## src/rtl/avg_packer.sv

```systemverilog
// avg_packer: packs pairs of N-bit averaged samples into 32-bit words
// (first sample in the low half) and queues them in a first-word-fall-through
// FIFO. A flush pulse emits a lone pending sample with a zero upper half.
// Words completed while the FIFO is full and not being drained are dropped
// and recorded in a sticky overflow flag.
module avg_packer #(
  parameter int N     = 14,
  parameter int DEPTH = 8
) (
  input  logic                       clk,
  input  logic                       rst,
  input  logic                       in_valid,
  input  logic [N-1:0]               in_data,
  input  logic                       flush,
  input  logic                       out_ready,
  output logic                       out_valid,
  output logic [31:0]                out_data,
  output logic [$clog2(DEPTH+1)-1:0] level,
  output logic                       overflow
);

  localparam int LW = $clog2(DEPTH + 1);
  localparam int AW = (DEPTH > 1) ? $clog2(DEPTH) : 1;

  logic [15:0]   r_half;
  logic          r_pending;
  logic [31:0]   r_mem [DEPTH];
  logic [AW-1:0] r_wptr;
  logic [AW-1:0] r_rptr;
  logic [LW-1:0] r_count;
  logic          r_overflow;

  logic [15:0]   w_sample;
  logic          w_push;
  logic [31:0]   w_word;
  logic          w_pending_nxt;
  logic          w_load_half;
  logic          w_full;
  logic          w_pop;
  logic          w_push_ok;
  logic          w_drop;

  // Pointer advance with explicit wrap at DEPTH.
  function automatic logic [AW-1:0] ptr_inc(input logic [AW-1:0] p);
    if (p == AW'(DEPTH - 1)) begin
      ptr_inc = {AW{1'b0}};
    end else begin
      ptr_inc = p + {{(AW-1){1'b0}}, 1'b1};
    end
  endfunction

  // Zero-extend the incoming sample to a 16-bit half word.
  always_comb begin
    w_sample        = 16'h0000;
    w_sample[N-1:0] = in_data[N-1:0];
  end

  // Pairing and flush decision: a new sample completes a pending word before
  // any flush is considered; flush only acts on a sample left pending.
  always_comb begin
    w_push        = 1'b0;
    w_word        = 32'h0000_0000;
    w_pending_nxt = r_pending;
    w_load_half   = 1'b0;
    if (in_valid) begin
      if (r_pending) begin
        w_push        = 1'b1;
        w_word        = {w_sample, r_half};
        w_pending_nxt = 1'b0;
      end else begin
        w_load_half   = 1'b1;
        w_pending_nxt = 1'b1;
      end
    end else if (flush && r_pending) begin
      w_push        = 1'b1;
      w_word        = {16'h0000, r_half};
      w_pending_nxt = 1'b0;
    end else begin
      w_pending_nxt = r_pending;
    end
  end

  // FIFO handshake: a push into a full FIFO survives only alongside a pop.
  always_comb begin
    w_full    = (r_count == LW'(DEPTH));
    w_pop     = out_valid && out_ready;
    w_push_ok = w_push && (!w_full || w_pop);
    w_drop    = w_push && w_full && !w_pop;
  end

  // Half register and pending flag for the first sample of a pair.
  always_ff @(posedge clk) begin
    if (!rst) begin
      r_half    <= 16'h0000;
      r_pending <= 1'b0;
    end else begin
      r_pending <= w_pending_nxt;
      if (w_load_half) begin
        r_half <= w_sample;
      end
    end
  end

  // FIFO storage; contents are qualified by the occupancy count.
  always_ff @(posedge clk) begin
    if (w_push_ok && rst) begin
      r_mem[r_wptr] <= w_word;
    end
  end

  // FIFO pointers, occupancy and sticky overflow.
  always_ff @(posedge clk) begin
    if (!rst) begin
      r_wptr     <= {AW{1'b0}};
      r_rptr     <= {AW{1'b0}};
      r_count    <= {LW{1'b0}};
      r_overflow <= 1'b0;
    end else begin
      if (w_push_ok) begin
        r_wptr <= ptr_inc(r_wptr);
      end
      if (w_pop) begin
        r_rptr <= ptr_inc(r_rptr);
      end
      case ({w_push_ok, w_pop})
        2'b10:   r_count <= r_count + {{(LW-1){1'b0}}, 1'b1};
        2'b01:   r_count <= r_count - {{(LW-1){1'b0}}, 1'b1};
        default: r_count <= r_count;
      endcase
      if (w_drop) begin
        r_overflow <= 1'b1;
      end
    end
  end

  // Head word presented straight from the storage registers.
  always_comb begin
    out_valid = (r_count != {LW{1'b0}});
    if (out_valid) begin
      out_data = r_mem[r_rptr];
    end else begin
      out_data = 32'h0000_0000;
    end
    level    = r_count;
    overflow = r_overflow;
  end

endmodule

```

## config.mk

```make
export PLATFORM = sky130hd
export DESIGN_NAME = avg_packer
export DESIGN_NICKNAME = d
export VERILOG_FILES = /design/src/rtl/avg_packer.sv
export SDC_FILE = /design/constraint.sdc
export NUM_CORES = 1
export LEC_CHECK = 0
export CAP_MARGIN = 20
export CORE_UTILIZATION = 53
export CTS_CLUSTER_SIZE = 8
export DETAILED_ROUTE_END_ITERATION = 6
export GPL_TIMING_DRIVEN = 1
export PLACE_DENSITY = 0.75
export SYNTH_ARGS = -nofsm -noshare
export SYNTH_HDL_FRONTEND = slang
export SYNTH_SLANG_ARGS = --single-unit
export TNS_END_PERCENT = 20
```

## constraint.sdc

```tcl
create_clock -name clk -period 3.4 [get_ports clk]
set_input_delay 0.34 -clock clk [delete_from_list [all_inputs] [get_ports clk]]
set_output_delay 0.34 -clock clk [all_outputs]
set_load 0.05 [all_outputs]
```

# ---- After elaboration in Yosys (flattened, before gate mapping)
# Memory sizes are Yosys's and may differ from the RTL's. A register that Yosys moved wholly into a read port is not among the register bits.
# Index checks and enable logic that the tools add are counted.
# W data, S select, Z words.
dict set report classes {
  n_div 0
  reduce_logical 12
  multipliers 0
  shift 0
  n_lt_le_gt_ge 0
  eq_ne 5
  add_sub_neg 4
  n_mux 18
  bitwise_logic 0
}
# op n
set ops {}
lappend ops {{$mux W32} 2}
lappend ops {{$mux W30} 1}
lappend ops {{$mux W14} 1}
lappend ops {{$mux W3} 4}
lappend ops {{$mux W1} 9}
lappend ops {{$pmux W4 S2} 1}
lappend ops {{$add A3 B1 Y3 const B} 2}
lappend ops {{$eq A3 B3 Y1 const B} 2}
lappend ops {{$logic_and A1 B1 Y1} 6}
lappend ops {{$add A4 B1 Y4 const B} 1}
lappend ops {{$eq A4 B4 Y1 const B} 1}
lappend ops {{$reduce_bool A2 Y1} 2}
lappend ops {{$reduce_bool A4 Y1} 1}
lappend ops {{$sub A4 B1 Y4 const B} 1}
lappend ops {{$eq A2 B1 Y1 const B} 1}
lappend ops {{$eq A2 B2 Y1 const B} 1}
lappend ops {{$logic_not A1 Y1} 2}
lappend ops {{$logic_or A1 B1 Y1} 1}
dict set report totals {
  memories 1
  romBits 0
  latchBits 0
  wordCells 46
  input_bits 19
  ff_bits 26
  output_inout_bits 38
  mem_bits_rw 256
}
# memory depth width read_ports rd_clocked_by_memory_dff wr line
set memory_table {}
lappend memory_table {r_mem 8 32 1 1 1 27} ;# logic [31:0] r_mem [DEPTH];

# ---- Depth between registers and ports, before layout
# Gate-level depths: netlist of run 1.
dict set report logic_depth {
  ltp_word 7
  ltp_mapped 8
  mapped_depth_nobuf 7
}

# ---- Worst setup path before layout of run 1
# Ideal clock, no wire load.
dict set report synth_timing {
  path_kind {register to register}
  start {register r_count[2] (netlist: level[2])}
  end {memory r_mem[0][0], enable pin}
  setup_time_ns 0.448
  arrival_ns 3.283
  stages_incl_launch_ff 6
  required_ns 2.952
  n_path_buf 2
  setup_slack_ns -0.331
  period_less_slack_ns 3.731
  path_cell_list {dfxtp_1 > buf_2 > o41a_1 > buf_2 > nand3b_1 > nor3_1}
}
dict set report synth_via {
  elab_chain_cells 7
  elab_cells_between_ends 9
  classes_between {eq/ne (1); mux (2); reduce/logical (6)}
}
# item line
set synth_lines {}
lappend synth_lines {{start, declared} 30} ;# logic [LW-1:0] r_count;
lappend synth_lines {{start signal, assigned} 116} ;# r_count <= {LW{1'b0}};
lappend synth_lines {{start signal, assigned} 126} ;# 2'b10: r_count <= r_count + {{(LW-1){1'b0}}, 1'b1};
lappend synth_lines {{start signal, assigned} 127} ;# 2'b01: r_count <= r_count - {{(LW-1){1'b0}}, 1'b1};
lappend synth_lines {{$eq A4 B4 Y1 / $reduce_bool A4 Y1 (equally long branches)} {85, 138}}
lappend synth_lines {{$logic_not A1 Y1 / $logic_and A1 B1 Y1 (equally long branches)} {87, 86}}
lappend synth_lines {{$logic_or A1 B1 Y1 *} 87} ;# w_push_ok = w_push && (!w_full || w_pop);
lappend synth_lines {{$logic_and A1 B1 Y1 *} 87}
lappend synth_lines {{$logic_and A1 B1 Y1 *} 106} ;# if (w_push_ok && rst) begin
lappend synth_lines {{$mux W1 *} 106}
lappend synth_lines {{$mux W1 (implied by the code) *} 107} ;# r_mem[r_wptr] <= w_word;
lappend synth_lines {{end, declared} 27}
# Mark *: on every way between the ends. The rest lies on a longest branch, timed or not.

==> results of run 1 <==
-- worst max path at each step --
stage | start | end | slack (ns) | cells after the start
floorplan | level[2] | r_mem[1][0] | -0.33 | 5
global placement | register | out_data[16] | 0.82 | 5
detailed placement | register | out_data[10] | 0.81 | 5
CTS | register | out_data[10] | 0.16 | 5
global route | register | out_data[10] | 0.07 | 5
finish | register | out_data[10] | 0.22 | 5
-- cells by family after synthesis --
family | after synthesis
AO/OA/AOI/OAI | 25
buffers and inverters | 36
multiplexers | 90
AND/OR/NAND/NOR | 128
XOR/XNOR | 1
flip-flops | 253
adder cells (fa/ha/maj) | 5
other | 1
-- state kept, by name, indices dropped and copies added (netlist names), named ones only --
name	count
overflow	1
level	4
r_mem	224
r_wptr	3
r_rptr	3
r_pending	1
r_half	14
-- per-stage QoR --
| step | total power, mW | instance area, um2 |
|---|---|---|
| 3_3_place_gp | 6.77 | 10900 |
| 5_1_grt | 10.4 | 12000 |
| 6_report | 10.0 | 12000 |
| 3_5_place_dp | 6.81 | 10900 |
| 4_1_cts | 10.1 | 12000 |
| 2_1_floorplan | 5.86 | 10000 |
-- critical path: stages (launching register included) --
cell and delay [ns]:
dfxtp_4 0.40, buf_4 0.34, mux4_2 0.55, mux2i_1 0.25, nor2_1 0.09, clkdlybuf4s50_1 0.72
-- cell type report --
| cell class | instances | area [um2] | area share [%] |
|---|---|---|---|
| Sequential cell | 253 | 7310 | 61.1 |
| Multi-Input combinational cell | 253 | 2560 | 21.3 |
| Clock buffer | 59 | 1030 | 8.60 |
| Timing Repair Buffer | 80 | 768 | 6.41 |
| Tap cell | 229 | 287 | 2.39 |
| Clock inverter | 2 | 21.3 | 0.178 |
| Inverter | 1 | 3.75 | 0.0313 |
-- power groups by stage --
| stage | Clock (mW) | Sequential (mW) | Combinational, mW |
|---|---|---|---|
| detailed placement | 0 | 3.58 | 3.23 |
| CTS | 3.31 | 3.53 | 3.26 |
| floorplan | 0 | 3.56 | 2.30 |
| finish | 3.26 | 3.52 | 3.21 |
| global placement | 0 | 3.57 | 3.20 |
| global route | 3.45 | 3.53 | 3.38 |
-- placed cells by master, fill, tap and decap left out, types with 2 or more instances in the layout --
cell type,synthesis,layout
edfxtp_1,224,224
nand2b_1,7,7
nand3_1,2,2
clkbuf_1,10,21
dfxtp_2,0,2
mux4_2,56,56
clkdlybuf4s50_1,0,52
mux2i_1,34,34
nor2_2,1,7
ha_1,5,5
a21oi_1,5,5
and2_1,14,14
buf_12,0,3
nand3b_1,2,2
conb_1,1,4
clkbuf_16,0,38
and3_1,14,14
dfxtp_1,29,26
a21boi_0,14,14
nor2b_1,8,8
buf_4,5,25
nand2_1,33,33
nor2_1,38,32
-- metal layers --
layer,vias up,part of all wire (%)
met1,2756,42
met3,40,7.0
li1,2293,-
met5,-,0
met4,0,1.9
met2,216,49
==> flow_summary_export.csv, run 1 <==
group,metric,value,unit
yosys,synth_cell_type_count,36,
worst_setup_path,r2r_start,"r_pending",
worst_setup_path,r2r_slack,0.84,ns
timing,maxSlewViolCount,0,
clocking,ctsResizeCount,0,
final_layout,drive_gt1_share,21.3,%
timing,fin_crit,3.18,ns
timing,finClkSkew,0.0200,ns
detailed_routing,antenna_left,0,
clocking,insertion_delay,0.50,ns
placement,pre_cts_ws,0.805,ns
yosys,synthMuxAreaShare,16.0,%
detailed_routing,drtIter0Drc,450,
min_path,worstHoldPathType,"reg2reg",
final_layout,final_util,65.8,%
placement,dp_cells,816,
global_routing,grt_antenna_before_repair,0,
worst_setup_path,crit_type,"reg2out",
yosys,synth_xor_area_share,0.0876,%
floorplanning,start_util,54.9,%
floorplanning,io_pins,57,
global_routing,track_usage,22.4,%
yosys,ys_ff_latch,253,
yosys,synth_ff_type,"edfxtp_1",
worst_setup_path,start_kind,"register",
worst_setup_path,critPathCaptureType,"output pin",
final_layout,fillers,1144,
yosys,avgSynthCellArea,18.5,um2
pwr,p_leak,4.16,nW
worst_setup_path,worst_ep_required_time,3.06,ns
detailed_routing,drtPass1Iterations,5,
timing,timing.fmax,314,MHz
pwr,pwr-share-seq,35.2,%
pwr,p_sw,3.32,mW
yosys,synthArstFlopShare,0,%
min_path,min_from,"r_half[5]",
clocking,clk_pin_slew_worst_paths,0.05,ns
yosys,synthAdderAreaFrac,0.626,%
detailed_routing,vias,5305,
yosys,ys_seq_area_share,73.1,%
detailed_routing,drc_errors,0,
timing,tightest_slew,0.687,ns
global_routing,grt.met1_usage,30.6,%
yosys,synth_compound_area_share,1.98,%
final_layout,area_growth,19.8,%
run,max_cap_violations,0,
placement,place_hpwl,12000,um
worst_setup_path,crit_arrival,2.84,ns
min_path,hold_end,"r_half[5]",
clocking,h-tree-depth,2,
min_path,hold_depth,2,
clocking,holdBufCountCts,0,
timing,rsz0062_at_grt,"false",
yosys,yosysMostFrequentCell,"edfxtp_1",
pwr,sw_frac_of_total,33.2,%
clocking,numCtsBuffers,37,
pwr,ir_drop,0.00105,V
pwr,p_comb_share,32.1,%
final_layout,stdcell_count,877,
clocking,cts_tree,"done",
global_routing,grt-busiest-layer,"met2",
placement,io_buffers,52,
floorplanning,core,18200,um2
final_layout,insertedDiodeCount,0,
clocking,postCtsSetupRepairBufs,0,
floorplanning,num_rows,49,
floorplanning,die_y,139,um
timing,fin_ws,0.215,ns
clocking,cts_max_path_buffers,3,
timing,whs,0.458,ns
clocking,cts.root.buffer_cell,"clkbuf_16",
timing,finalSetupViolCount,0,
placement,gp_congestion,0.774,
yosys,yosys.area_share.simple,6.33,%
pwr,clkPwrFrac,32.6,%
yosys,synth_top_area_cell,"edfxtp_1",
global_routing,grt-ovfl-total,0,
final_layout,nNetsFinal,650,
worst_setup_path,r2r_cells,5,
pwr,p_int,6.68,mW
timing,fin_crit_sh,93.7,%
global_routing,use_met2,36.0,%
worst_setup_path,reg2reg_to,"r_mem[2][22]",
floorplanning,die_x,139,um
global_routing,grt_pass1_vias,5566,
detailed_routing,wl_per_cell,23.4,um
yosys,ys_top_cells_by_count,"edfxtp_1, mux4_2, nor2_1",
global_routing,grt_pass1_wl,32200,um
worst_setup_path,cp_max_fo,16,
timing,tns,0,ns
timing,relSlewSlack,54.2,%
pwr,power_density,835,nW/um2
detailed_routing,routed_wl,20600,um
clocking,cts_sinks,253,
yosys,yosys_warnings,0,
yosys,synth-edff-count,224,
yosys,synth_top_area_share,67.3,%
global_routing,grt_use_met3,4.78,%
yosys,synth_top_family_by_area,"multiplexers",
yosys,synth_cells,539,
detailed_routing,vias_per_cell,6.05,
yosys,syn-cell-area,10000,um2
global_routing,grt_max_degree,30,
timing,hold_violations,0,
yosys,synth_area_leaders,"edfxtp_1, mux4_2, dfxtp_1",
outcome,status,"finished, final reports clean",
floorplanning,fp.dieArea,19400,um2
(Power assumes the default switching activity.)
==> run 2, diff against run 1 <==
--- a/config.mk
+++ b/config.mk
@@ -6,11 +6,11 @@
 export NUM_CORES = 1
 export LEC_CHECK = 0
 export CAP_MARGIN = 20
-export CORE_UTILIZATION = 53
+export CORE_UTILIZATION = 59
 export CTS_CLUSTER_SIZE = 8
 export DETAILED_ROUTE_END_ITERATION = 6
 export GPL_TIMING_DRIVEN = 1
-export PLACE_DENSITY = 0.75
+export PLACE_DENSITY = 0.79
 export SYNTH_ARGS = -nofsm -noshare
 export SYNTH_HDL_FRONTEND = slang
 export SYNTH_SLANG_ARGS = --single-unit
==> constraint.sdc (replaced) <==
create_clock -name clk -period 3.3 [get_ports clk]
set_input_delay 0.33 -clock clk [delete_from_list [all_inputs] [get_ports clk]]
set_output_delay 0.33 -clock clk [all_outputs]
set_load 0.05 [all_outputs]
==> flow_summary_export.csv, run 2 (synthesized netlist as in run 1, its figures left out) <==
group,metric,value,unit
worst_setup_path,crit_arrival,2.83,ns
worst_setup_path,cp_max_fo,26,
pwr,p_comb_share,31.8,%
detailed_routing,drc_errors,0,
floorplanning,die_y,132,um
floorplanning,die_x,132,um
global_routing,use_met2,42.0,%
final_layout,multi_input_area,2560,um2
floorplanning,num_rows,47,
final_layout,drive_gt1_share,21.5,%
global_routing,grt-busiest-layer,"met2",
placement,io_buffers,52,
timing,finClkSkew,0.0238,ns
pwr,p_int,6.93,mW
floorplanning,io_pins,57,
pwr,sw_frac_of_total,33.1,%
min_path,hold_depth,3,
final_layout,insertedDiodeCount,0,
timing,fin_crit_sh,95.6,%
clocking,h-tree-depth,2,
detailed_routing,drtIter0Drc,371,
clocking,insertion_delay,0.51,ns
clocking,cts_sinks,253,
pwr,p_leak,4.20,nW
timing,maxSlewViolCount,0,
global_routing,grt_max_degree,30,
clocking,clk_pin_slew_worst_paths,0.05,ns
outcome,status,"finished, final reports clean",
detailed_routing,vias,5337,
final_layout,top_register,"r_mem",
worst_setup_path,cp_slowest_stage_delay,0.72,ns
run,max_cap_violations,0,
clocking,holdBufCountCts,0,
timing,relSlewSlack,55.2,%
timing,tightest_slew,0.672,ns
final_layout,final_cell_mix,"edfxtp_1, mux4_2, clkdlybuf4s50_1",
global_routing,grt_pass1_wl,32400,um
clocking,cts.root.buffer_cell,"clkbuf_16",
placement,dp_cells,807,
worst_setup_path,slowest_stage,"clkdlybuf4s50_1",
min_path,hold_end,"r_half[0]",
clocking,cts_tree,"done",
global_routing,grt_use_met3,5.88,%
worst_setup_path,crit_chain,"buf_12, mux4_2, mux2i_1, nor2_1, clkdlybuf4s50_1",
final_layout,final_common_cell,"edfxtp_1",
timing,fin_crit,3.16,ns
floorplanning,core,16600,um2
detailed_routing,routed_wl,21300,um
placement,gp_congestion,0.803,
detailed_routing,vias_per_cell,6.15,
global_routing,track_usage,25.5,%
detailed_routing,antenna_left,0,
final_layout,nNetsFinal,650,
pwr,power_density,865,nW/um2
final_layout,largest_reg_flops,224,
final_layout,fillers,981,
floorplanning,start_util,60.3,%
final_layout,stdcell_count,868,
worst_setup_path,worst_ep_required_time,2.97,ns
pwr,ir_drop,0.00100,V
worst_setup_path,r2r_slack,1.00,ns
timing,tns,0,ns
detailed_routing,drtPass1Iterations,5,
worst_setup_path,r2r_cells,4,
placement,place_hpwl,12300,um
pwr,p_sw,3.44,mW
final_layout,area_growth,19.9,%
global_routing,grt.met1_usage,33.3,%
worst_setup_path,critPathCaptureType,"output pin",
timing,hold_violations,0,
pwr,pwr-share-seq,35.2,%
worst_setup_path,reg2reg_to,"r_mem[3][12]",
timing,timing.fmax,317,MHz
timing,finalSetupViolCount,0,
clocking,numCtsBuffers,37,
worst_setup_path,r2r_start,"level[0]",
global_routing,grt-ovfl-total,0,
global_routing,grt_pass1_vias,5647,
worst_setup_path,start_kind,"register",
floorplanning,fp.dieArea,17500,um2
worst_setup_path,crit_type,"reg2out",
min_path,worstHoldPathType,"in2reg",
pwr,clkPwrFrac,33.0,%
final_layout,seq_area,7310,um2
timing,rsz0062_at_grt,"false",
min_path,min_from,"in_data[0]",
clocking,cts_max_path_buffers,3,
detailed_routing,wl_per_cell,24.6,um
global_routing,grt_antenna_before_repair,1,
==> run 2: cell count changes in the layout (fill, tap and decap cells not counted), sizes merged <==
cell,delta
clkdlybuf4s50,-2
clkinv,-1
dlymetal6s2s,+2
inv,+1
==> run 2: cell type report <==
type / instances / area share [%]
clock buffers: 59 / 8.77
clock inverters: 2 / 0.115
inverters: 1 / 0.0313
multi-input cells: 253 / 21.3
flip-flops and latches: 253 / 61.0
well taps: 220 / 2.30
repair buffers: 80 / 6.45
==> run 2: repair_timing <==
| action | in CTS | in global routing |
|---|---|---|
| hold endpoints to repair | 0 | 0 |
| resized for setup | 0 | 2 |
| buffers inserted | 0 | 0 |
| endpoints found under the setup margin | 0 | 2 |
==> run 2: stage by stage <==
stage	hold WS, ns	worst slack [ns]	utilization (%)	cell area (um2)	total power, mW
final	0.447	0.145	72.3	12000	10.4
after global placement	0.450	0.640	65.8	10900	6.97
after CTS	0.432	0.0703	72.2	12000	10.4
after floorplan	0.439	-0.430	-	10000	6.03
after detailed placement	0.458	0.616	65.8	10900	7.01
after global routing	0.481	0.0197	72.3	12000	10.7
==> run 2: power groups by stage <==
stage / clock, mW / sequential [mW] / combinational [mW]
floorplan: 0 / 3.67 / 2.37
finish: 3.42 / 3.65 / 3.30
detailed placement: 0 / 3.71 / 3.30
global route: 3.59 / 3.66 / 3.45
CTS: 3.47 / 3.65 / 3.33
global placement: 0 / 3.70 / 3.26
==> run 2: how the worst max path moves through the flow <==
stage	start	to	cells past startpoint
3_3_place_gp	register	out_data[23]	5
6_report	register	out_data[4]	5
5_1_grt	register	out_data[4]	5
3_5_place_dp	register	out_data[23]	5
2_1_floorplan	level[2]	r_mem[1][0]	5
4_1_cts	register	out_data[4]	5
==> run 2: routing by layer <==
metal / wire, um / vias to the layer above
li1: - / 2291
met4: 510 / 2
met1: 8200 / 2721
met3: 1730 / 43
met5: 13 / -
met2: 10900 / 280
==> run 2: critical path, delay by kind of cell, from the launching register on <==
family        cells  cell delay [ns]
buf+inv           2             1.01
simple gates      1             0.08
mux               2             0.72
flops             1             0.51
==> run 3, diff against run 2 <==
--- a/config.mk
+++ b/config.mk
@@ -9,7 +9,6 @@
 export CORE_UTILIZATION = 59
 export CTS_CLUSTER_SIZE = 8
 export DETAILED_ROUTE_END_ITERATION = 6
-export GPL_TIMING_DRIVEN = 1
 export PLACE_DENSITY = 0.79
 export SYNTH_ARGS = -nofsm -noshare
 export SYNTH_HDL_FRONTEND = slang
==> results of run 3 <==
The final DEF is identical to that of run 2; final timing and power are the same.
